`src/rtl/reg_file_16x8.sv`:
```
// 16 x 8 register file serving the system controller's RF read/write
// commands. Reads return registered data with a one-cycle valid pulse;
// entries 0..3 are exported continuously to the ALU, UART and clock divider.
module reg_file_16x8 #(
    parameter int unsigned           WIDTH    = 8,
    parameter int unsigned           DEPTH    = 16,
    parameter int unsigned           ADDR     = 4,
    parameter logic [WIDTH-1:0]      REG2_RST = 8'h81,
    parameter logic [WIDTH-1:0]      REG3_RST = 8'h20
) (
    input  logic             CLK,
    input  logic             RST,
    input  logic             WrEn,
    input  logic             RdEn,
    input  logic [ADDR-1:0]  Address,
    input  logic [WIDTH-1:0] WrData,
    output logic [WIDTH-1:0] RdData,
    output logic             RdData_Valid,
    output logic [WIDTH-1:0] REG0,
    output logic [WIDTH-1:0] REG1,
    output logic [WIDTH-1:0] REG2,
    output logic [WIDTH-1:0] REG3
);

    logic [WIDTH-1:0] mem [DEPTH];

    // Simultaneous strobes cancel each other: neither a write nor a read.
    logic wr_go;
    logic rd_go;

    // Qualify the strobes so a conflicting command is a no-op.
    always_comb begin
        wr_go = WrEn & ~RdEn;
        rd_go = RdEn & ~WrEn;
    end

    // Storage array: reset to defaults (UART config and divider ratio in 2/3),
    // otherwise written on a qualified write strobe.
    always_ff @(posedge CLK or negedge RST) begin
        if (!RST) begin
            mem    <= '{default: '0};
            mem[2] <= REG2_RST;
            mem[3] <= REG3_RST;
        end else if (wr_go) begin
            mem[Address] <= WrData;
        end
    end

    // Registered read port: data held between reads, valid pulses per read.
    always_ff @(posedge CLK or negedge RST) begin
        if (!RST) begin
            RdData       <= '0;
            RdData_Valid <= 1'b0;
        end else begin
            RdData_Valid <= rd_go;
            if (rd_go) begin
                RdData <= mem[Address];
            end
        end
    end

    // Direct views of the configuration/operand entries, no added latency.
    always_comb begin
        REG0 = mem[0];
        REG1 = mem[1];
        REG2 = mem[2];
        REG3 = mem[3];
    end

endmodule

```
`config.mk`:
```
export PLATFORM = sky130hd
export DESIGN_NAME = reg_file_16x8
export DESIGN_NICKNAME = d
export VERILOG_FILES = /design/src/rtl/reg_file_16x8.sv
export SDC_FILE = /design/constraint.sdc
export NUM_CORES = 1
export LEC_CHECK = 0
export CORE_ASPECT_RATIO = 1.75
export CORE_MARGIN = 10
export CORE_UTILIZATION = 45
export CTS_BUF_LIST = sky130_fd_sc_hd__clkbuf_2
export CTS_CLUSTER_DIAMETER = 80
export DETAILED_ROUTE_END_ITERATION = 10
export GPL_TIMING_DRIVEN = 0
export PLACE_DENSITY = 0.61
export SYNTH_ARGS = -nofsm -noshare
export SYNTH_HDL_FRONTEND = slang
export SYNTH_SLANG_ARGS = --single-unit
```
`constraint.sdc`:
```
create_clock -name CLK -period 2.9 [get_ports CLK]
set_input_delay 0.58 -clock CLK [delete_from_list [all_inputs] [get_ports CLK]]
set_output_delay 0.58 -clock CLK [all_outputs]
set_load 0.01 [all_outputs]
```
Yosys cells after proc, flatten, opt, wreduce, memory -nomap -nowiden
Index checks and enable logic that the tools add are counted. W data, S select, Z words.

Output and inout port bits: 41. Logic and storage cells: 32. Register bits: 137. Bits of input ports: 16.

Mux-type cells: 6. Order comparisons: 2. Bitwise logic cells: 5. Reductions and logical operators: 1.

Operators by type and width (count): $bwmux W128 (1); $bmux W8 S4 (1); $demux W8 S4 (1); $mux W8 (3); $ge A5 B5 Y1 const B (1); $lt A5 B1 Y1 const B (1); $not A4 Y5 (1); $and A1 B1 Y1 (2); $not A1 Y1 (2); $logic_and A1 B1 Y1 (1).

Logic depth before layout (Yosys ltp)
Gate-level depths: netlist of the first run.

Depth after elaboration: 6. Gate-level depth with buffers: 6. Gate-level depth less buffers: 3.

Least setup slack after synthesis of the first run
Ideal clock, no wire load.

Kind: input to register. Start point: input port Address[1]. End point: register mem[24] in the netlist's numbering. Setup slack: 1.059 ns. Setup time: 0.125 ns. Arrival time: 1.716 ns. Stages on the path: 5. Cell sequence: buf_4 nor4b_2 and3_1 buf_4 mux2_2.

Word-level cells in the longest chain between the ends: 6. Elaborated cells between the ends (all ways): 7.

RTL lines: start: declaration (line 15) `input logic [ADDR-1:0] Address,`; $not A4 Y5 (not written as such) * (line 45) `mem[Address] <= WrData;`; $ge A5 B5 Y1 (not written as such) or $lt A5 B1 Y1 (tied branches) (line 45); $logic_and A1 B1 Y1 (not written as such) (line 45); $mux W8 (not written as such) (line 45); $demux W8 S4 * (line 45); $bwmux W128 * (line 45); end signal: indexed assignment (line 45); end: declaration (line 25) `logic [WIDTH-1:0] mem [DEPTH];`.

Mark *: on every way between the ends. The rest lies on a longest branch, timed or not. A chain may end at the register's enable or synchronous reset.

Worst setup path after layout of the first run
Start point: register mem (netlist bit REG3[5]). End point: output port REG3[5].

RTL lines: end: declaration (line 22) `output logic [WIDTH-1:0] REG3`.

No word-level cell between the ends.

==> results of run 1 <==
==> synthesized netlist by cell type <==
cell        n
a22oi_1     8
nand3b_1    1
buf_2       7
or3_1       1
nand4b_2    1
nand2_1    18
buf_6       2
dfstp_2     3
or3b_1      1
buf_4      36
buf_1       3
o221a_2     8
a31oi_1     8
nor2_2      1
nor4b_2     1
and2_1      1
mux2_4      8
nor2_1     10
mux2i_1    16
dfrtp_1   134
and4bb_1    2
and3_1      3
nor2b_1     6
mux2_2    120
mux4_2     24
clkbuf_1   12
==> per-layer routing <==
layer	vias to the layer above	GRT usage	share of wire
met5	-	0	0
met4	0	0.0534	0.013
met3	16	0.0367	0.040
met2	81	0.287	0.53
met1	2036	0.190	0.42
li1	1719	-	-
==> final timing paths <==
kind | endpoint | depth (start not counted)
max | REG3[5] | 2
min | REG0[0] | 2
max reg2reg | RdData[4] | 3
min reg2reg | mem[71] | 1
max in group asynchronous | mem[45] | 3
min in group CLK | mem[71] | 1
==> where the power goes <==
group          switching (mW)  internal (mW)
clock network           0.734          0.401
logic                   0.427          0.736
registers               0.207           2.28
total                    1.37           3.41
==> stage by stage <==
| stage | utilization | worst slack, ns | cells | hold WS (ns) |
|---|---|---|---|---|
| finish | 0.536 | 0.407 | 702 | 0.364 |
| global route | 0.536 | 0.300 | 702 | 0.353 |
| CTS | 0.536 | 0.326 | 701 | 0.322 |
| detailed placement | 0.518 | 0.00256 | 668 | 0.491 |
| global placement | 0.516 | -4.00 | 667 | 0.482 |
| floorplan | - | 1.06 | 435 | 0.284 |
==> registers in the layout, summed over array words and instances (netlist names) <==
signal / count
mem: 96
REG0: 8
REG1: 8
REG2: 8
REG3: 8
RdData: 8
RdData_Valid: 1
==> critical path, delay by kind of cell, from the launching register on <==
| family | cells | cell delay, ns |
|---|---|---|
| buf+inv | 2 | 0.62 |
| flops | 1 | 0.60 |
==> repair_timing <==
action / CTS / global route
buffers inserted: 0 / 0
hold buffers: 1 / 0
hold endpoints to repair: 48 / 0
==> cells by family after synthesis <==
logic type,Yosys count,share of synthesized area
compound gates,24,0.0311
buf+inv,60,0.0596
mux,168,0.337
simple gates,46,0.0391
flops,137,0.533
==> cell type report <==
type / instances / area share
diodes: 1 / 0.000334
plain buffers: 60 / 0.0513
clock buffers: 18 / 0.0120
clock inverters: 14 / 0.0197
multi-input cells: 238 / 0.350
flip-flops and latches: 137 / 0.458
well taps: 177 / 0.0296
repair buffers: 57 / 0.0787
==> results.toml, run 1 <==
[placement]
io_buffers = 55
gp_congestion = 0.871
dpl_cell_area_um2 = 7240
post-dp-hpwl_mm = 11.1

[power_and_ir_drop]
design_power_total_mw = 4.78
max-vdd-ir-drop_mv = 0.252
p_per_area_nw_per_um2 = 638
p_leak_nw = 3.38

[synth]
ys_types = 26
synth_area_leaders = "dfrtp_1 (52%), mux2_2 (21%), mux4_2 (8.4%)"
synthCells = 435
syn_area_per_cell_um2 = 14.8
ys_ff_latch = 137
yosysWarningCount = 0
seq_area_frac_synth = 0.533
synth_area_um2 = 6440
synth.net_count = 451
synth.largest_area_cell = "dfrtp_1"
synth_top_area_share = 0.521

[route]
drc_errors = 0
first_pass_iters = 4
drt-total-wl_mm = 15.7
drtIter0Drc = 255
final_antenna_net_count = 0
wire_per_inst_um = 22.3
via_per_inst = 5.49
vias = 3852

[floorplan]
io_pins = 57
die_h_um = 178
rows = 57
start_util = 0.461
die-area_um2 = 19700
die_w_um = 110
core-area_um2 = 14000

[sta]
report.final.hold_viol_count = 0
fmax_mhz = 401
tightest_slew_ns = 0.753
final_max_slew_viol_count = 0
slew_headroom = 0.498
setup_tns_ns = 0
setup_viol = 0
fin_crit_ns = 2.49
fin_skew_ns = 0.0304
fin_crit_sh = 0.860
rsz0062_at_grt = "false"

[clock_tree]
cts_resized = 0
cts_tree = "built"
numClockSinks = 137
cts.htree.levels = 4
clk_pin_slew_ns = 0.23
root_buffer = "clkbuf_2"
cts_buffer_depth = 2
cts_buffers = 17
clkLatencyLatePin_ns = 0.70

[flow_run]
drv_cap = 0

[finish]
final_cell_mix = "dfrtp_1 (134), mux2_2 (120), clkdlybuf4s50_1 (54), buf_4 (36), mux4_2 (24)"
regArea_um2 = 3430
fin_nets = 527
area.growth.synth_to_final_pct = 16.3
final_common_cell = "dfrtp_1"
final_cell_area_um2 = 7490
drive_above_1_share = 0.466
multiInputGateArea_um2 = 2620
fillers = 1273

[grt]
antenna_found_initial = 1
grt_max_degree = 88
grt_pass1_wl_mm = 24.7
grt_overflow = 0
grt_pass1_vias = 4095
grt_usage = 0.162

[setup_path]
r2r_setup_slack_ns = 1.24
worstSetupEndpointType = "primary output"
required_ns = 2.32
rr_startpoint = "REG0[4]"
cpMaxStageDelayCell = "dfstp_2"
crit_path_start_kind = "flip-flop"
path_max_fanout = 3
worstPathArrival_ns = 1.91
crit_type = "flip-flop to primary output"
cp_cell_sequence = "buf_4 > clkdlybuf4s50_1"
crit_path_start = "REG3[5]"
critPathMaxStageDelay_ns = 0.60

[min_path]
hp-class = "input port to async pin"

[run_status]
outcome = "finished, final reports clean"
Note: power is estimated with default switching activity, not from simulation.
==> run 2, diff against run 1 <==
--- a/config.mk
+++ b/config.mk
@@ -5,6 +5,8 @@
 export SDC_FILE = /design/constraint.sdc
 export NUM_CORES = 1
 export LEC_CHECK = 0
+export CELL_PAD_IN_SITES_DETAIL_PLACEMENT = 1
+export CELL_PAD_IN_SITES_GLOBAL_PLACEMENT = 1
 export CORE_ASPECT_RATIO = 1.75
 export CORE_MARGIN = 10
 export CORE_UTILIZATION = 45
@@ -12,7 +14,7 @@
 export CTS_CLUSTER_DIAMETER = 80
 export DETAILED_ROUTE_END_ITERATION = 10
 export GPL_TIMING_DRIVEN = 0
-export PLACE_DENSITY = 0.61
+export PLACE_DENSITY = 0.71
 export SYNTH_ARGS = -nofsm -noshare
 export SYNTH_HDL_FRONTEND = slang
 export SYNTH_SLANG_ARGS = --single-unit
==> run 2 against run 1 <==
Compared with the run above:
- die area stayed put
- maximum frequency is 0.95% lower
- sequential power hardly changed
- clock skew is 0.0077 ns higher
- core utilization is 0.20 points lower
- critical endpoint unchanged
- setup slack worse by 0.024 ns
- count of clock-buffer cells in the layout is 1 lower
- critical path depth stayed put
==> results.toml, run 2 (same netlist as run 1, synthesis figures left out) <==
[setup_path]
worstSetupEndpointType = "primary output"
r2r_setup_slack_ns = 1.34
path_max_fanout = 3
crit_type = "flip-flop to primary output"
crit_path_start_kind = "flip-flop"
crit_path_start = "REG3[5]"
cpMaxStageDelayCell = "dfstp_2"
worstPathArrival_ns = 1.94
endpoint = "REG3[5]"
cp_cell_sequence = "buf_4 > clkdlybuf4s50_1"
r2r_end = "RdData[4]"
required_ns = 2.32
rr_startpoint = "mem[4]"
r2r_cells = 3
critPathMaxStageDelay_ns = 0.60

[clock_tree]
cts.htree.levels = 4
hold_buffers = 1
root_buffer = "clkbuf_2"
clkLatencyLatePin_ns = 0.70
cts_tree = "built"
numClockSinks = 137
clk_pin_slew_ns = 0.23
cts_resized = 0
cts_buffers = 17
cts_setup_buffers = 0
cts_buffer_depth = 2

[grt]
grt_overflow = 0
grt_max_degree = 71
grt_usage = 0.162
antenna_found_initial = 1
grt_pass1_wl_mm = 24.7
grt_pass1_vias = 4245

[route]
drc_errors = 0
vias = 3873
drtIter0Drc = 186
via_per_inst = 5.52
final_antenna_net_count = 0
wire_per_inst_um = 22.7
drt-total-wl_mm = 15.9
first_pass_iters = 4

[finish]
final_common_cell = "dfrtp_1"
drive_above_1_share = 0.464
fillers = 1411
multiInputGateArea_um2 = 2620
area.growth.synth_to_final_pct = 15.9
largest_register = "mem"
largest_reg_flops = 96
regArea_um2 = 3430
final_cell_mix = "dfrtp_1 (134), mux2_2 (120), clkdlybuf4s50_1 (54), buf_4 (36), mux4_2 (24)"
fin_nets = 527

[sta]
rsz0062_at_grt = "false"
fin_skew_ns = 0.0381
fin_crit_sh = 0.868
final_max_slew_viol_count = 0
tightest_slew_ns = 0.708
report.final.hold_viol_count = 0
setup_viol = 0
fin_crit_ns = 2.52
fmax_mhz = 397
slew_headroom = 0.528
hold_slack_ns = 0.388

[floorplan]
die_h_um = 178
die-area_um2 = 19700
start_util = 0.461
io_pins = 57
die_w_um = 110
core-area_um2 = 14000
rows = 57

[power_and_ir_drop]
max-vdd-ir-drop_mv = 0.300
p_leak_nw = 3.36
p_per_area_nw_per_um2 = 628
design_power_total_mw = 4.69

[placement]
post-dp-hpwl_mm = 11.7
gp_congestion = 0.833
io_buffers = 55

[run_status]
outcome = "finished, final reports clean"

[min_path]
hp-class = "input port to async pin"

[flow_run]
drv_cap = 0
==> run 2: changes by cell type in the layout (fill, tap and decap cells not counted), sizes merged <==
| cell | before | now |
|---|---|---|
| bufinv | 2 | 1 |
| clkbuf | 30 | 29 |
| clkinv | 5 | 6 |
| clkinvlp | 4 | 5 |
==> run 2: critical path, delay by kind of cell (launching register included) <==
kind	cells	cell delay [ns]
buf+inv	2	0.63
flops	1	0.60
==> run 2: worst min path at each step <==
stage | endpoint | slack (ns) | start
2_1_floorplan | REG0[0] | 0.28 | RST
3_3_place_gp | mem[91] | 0.48 | mem[91]
3_5_place_dp | mem[85] | 0.49 | mem[85]
4_1_cts | mem[28] | 0.36 | RST
5_1_grt | mem[28] | 0.39 | RST
6_report | mem[28] | 0.39 | RST
==> run 2: stage by stage <==
step	instances	cell area [µm²]	setup slack, ns	util	setup TNS [ns]
after floorplan	435	6440	1.06	-	0
after global placement	667	7210	-3.94	0.516	-534.04
after detailed placement	668	7240	-0.00389	0.518	-0.00389
after CTS	701	7460	0.316	0.534	0
after global routing	702	7460	0.287	0.534	0
final	702	7460	0.383	0.534	0
==> run 2: layout make-up <==
cell class	count	share of cell area
Timing Repair Buffer	57	0.0790
Tap cell	177	0.0297
Antenna cell	1	0.000335
Clock buffer	17	0.0114
Clock inverter	15	0.0168
Multi-Input combinational cell	238	0.352
Sequential cell	137	0.460
Buffer	60	0.0515
==> run 2: power by group <==
part	internal (mW)	switching (mW)	total, mW	leakage (nW)
logic	0.736	0.427	1.16	1.51
clock network	0.305	0.731	1.04	0.118
registers	2.28	0.211	2.49	1.74
==> run 2: metal layers <==
| metal | global-route usage | routed length, µm | vias to the layer above | share of wire |
|---|---|---|---|---|
| met5 | 0 | 0 | - | 0 |
| met4 | 0.0523 | 284 | 0 | 0.018 |
| met3 | 0.0353 | 624 | 15 | 0.039 |
| met2 | 0.295 | 8610 | 77 | 0.54 |
| met1 | 0.183 | 6400 | 2063 | 0.40 |
| li1 | - | - | 1718 | - |
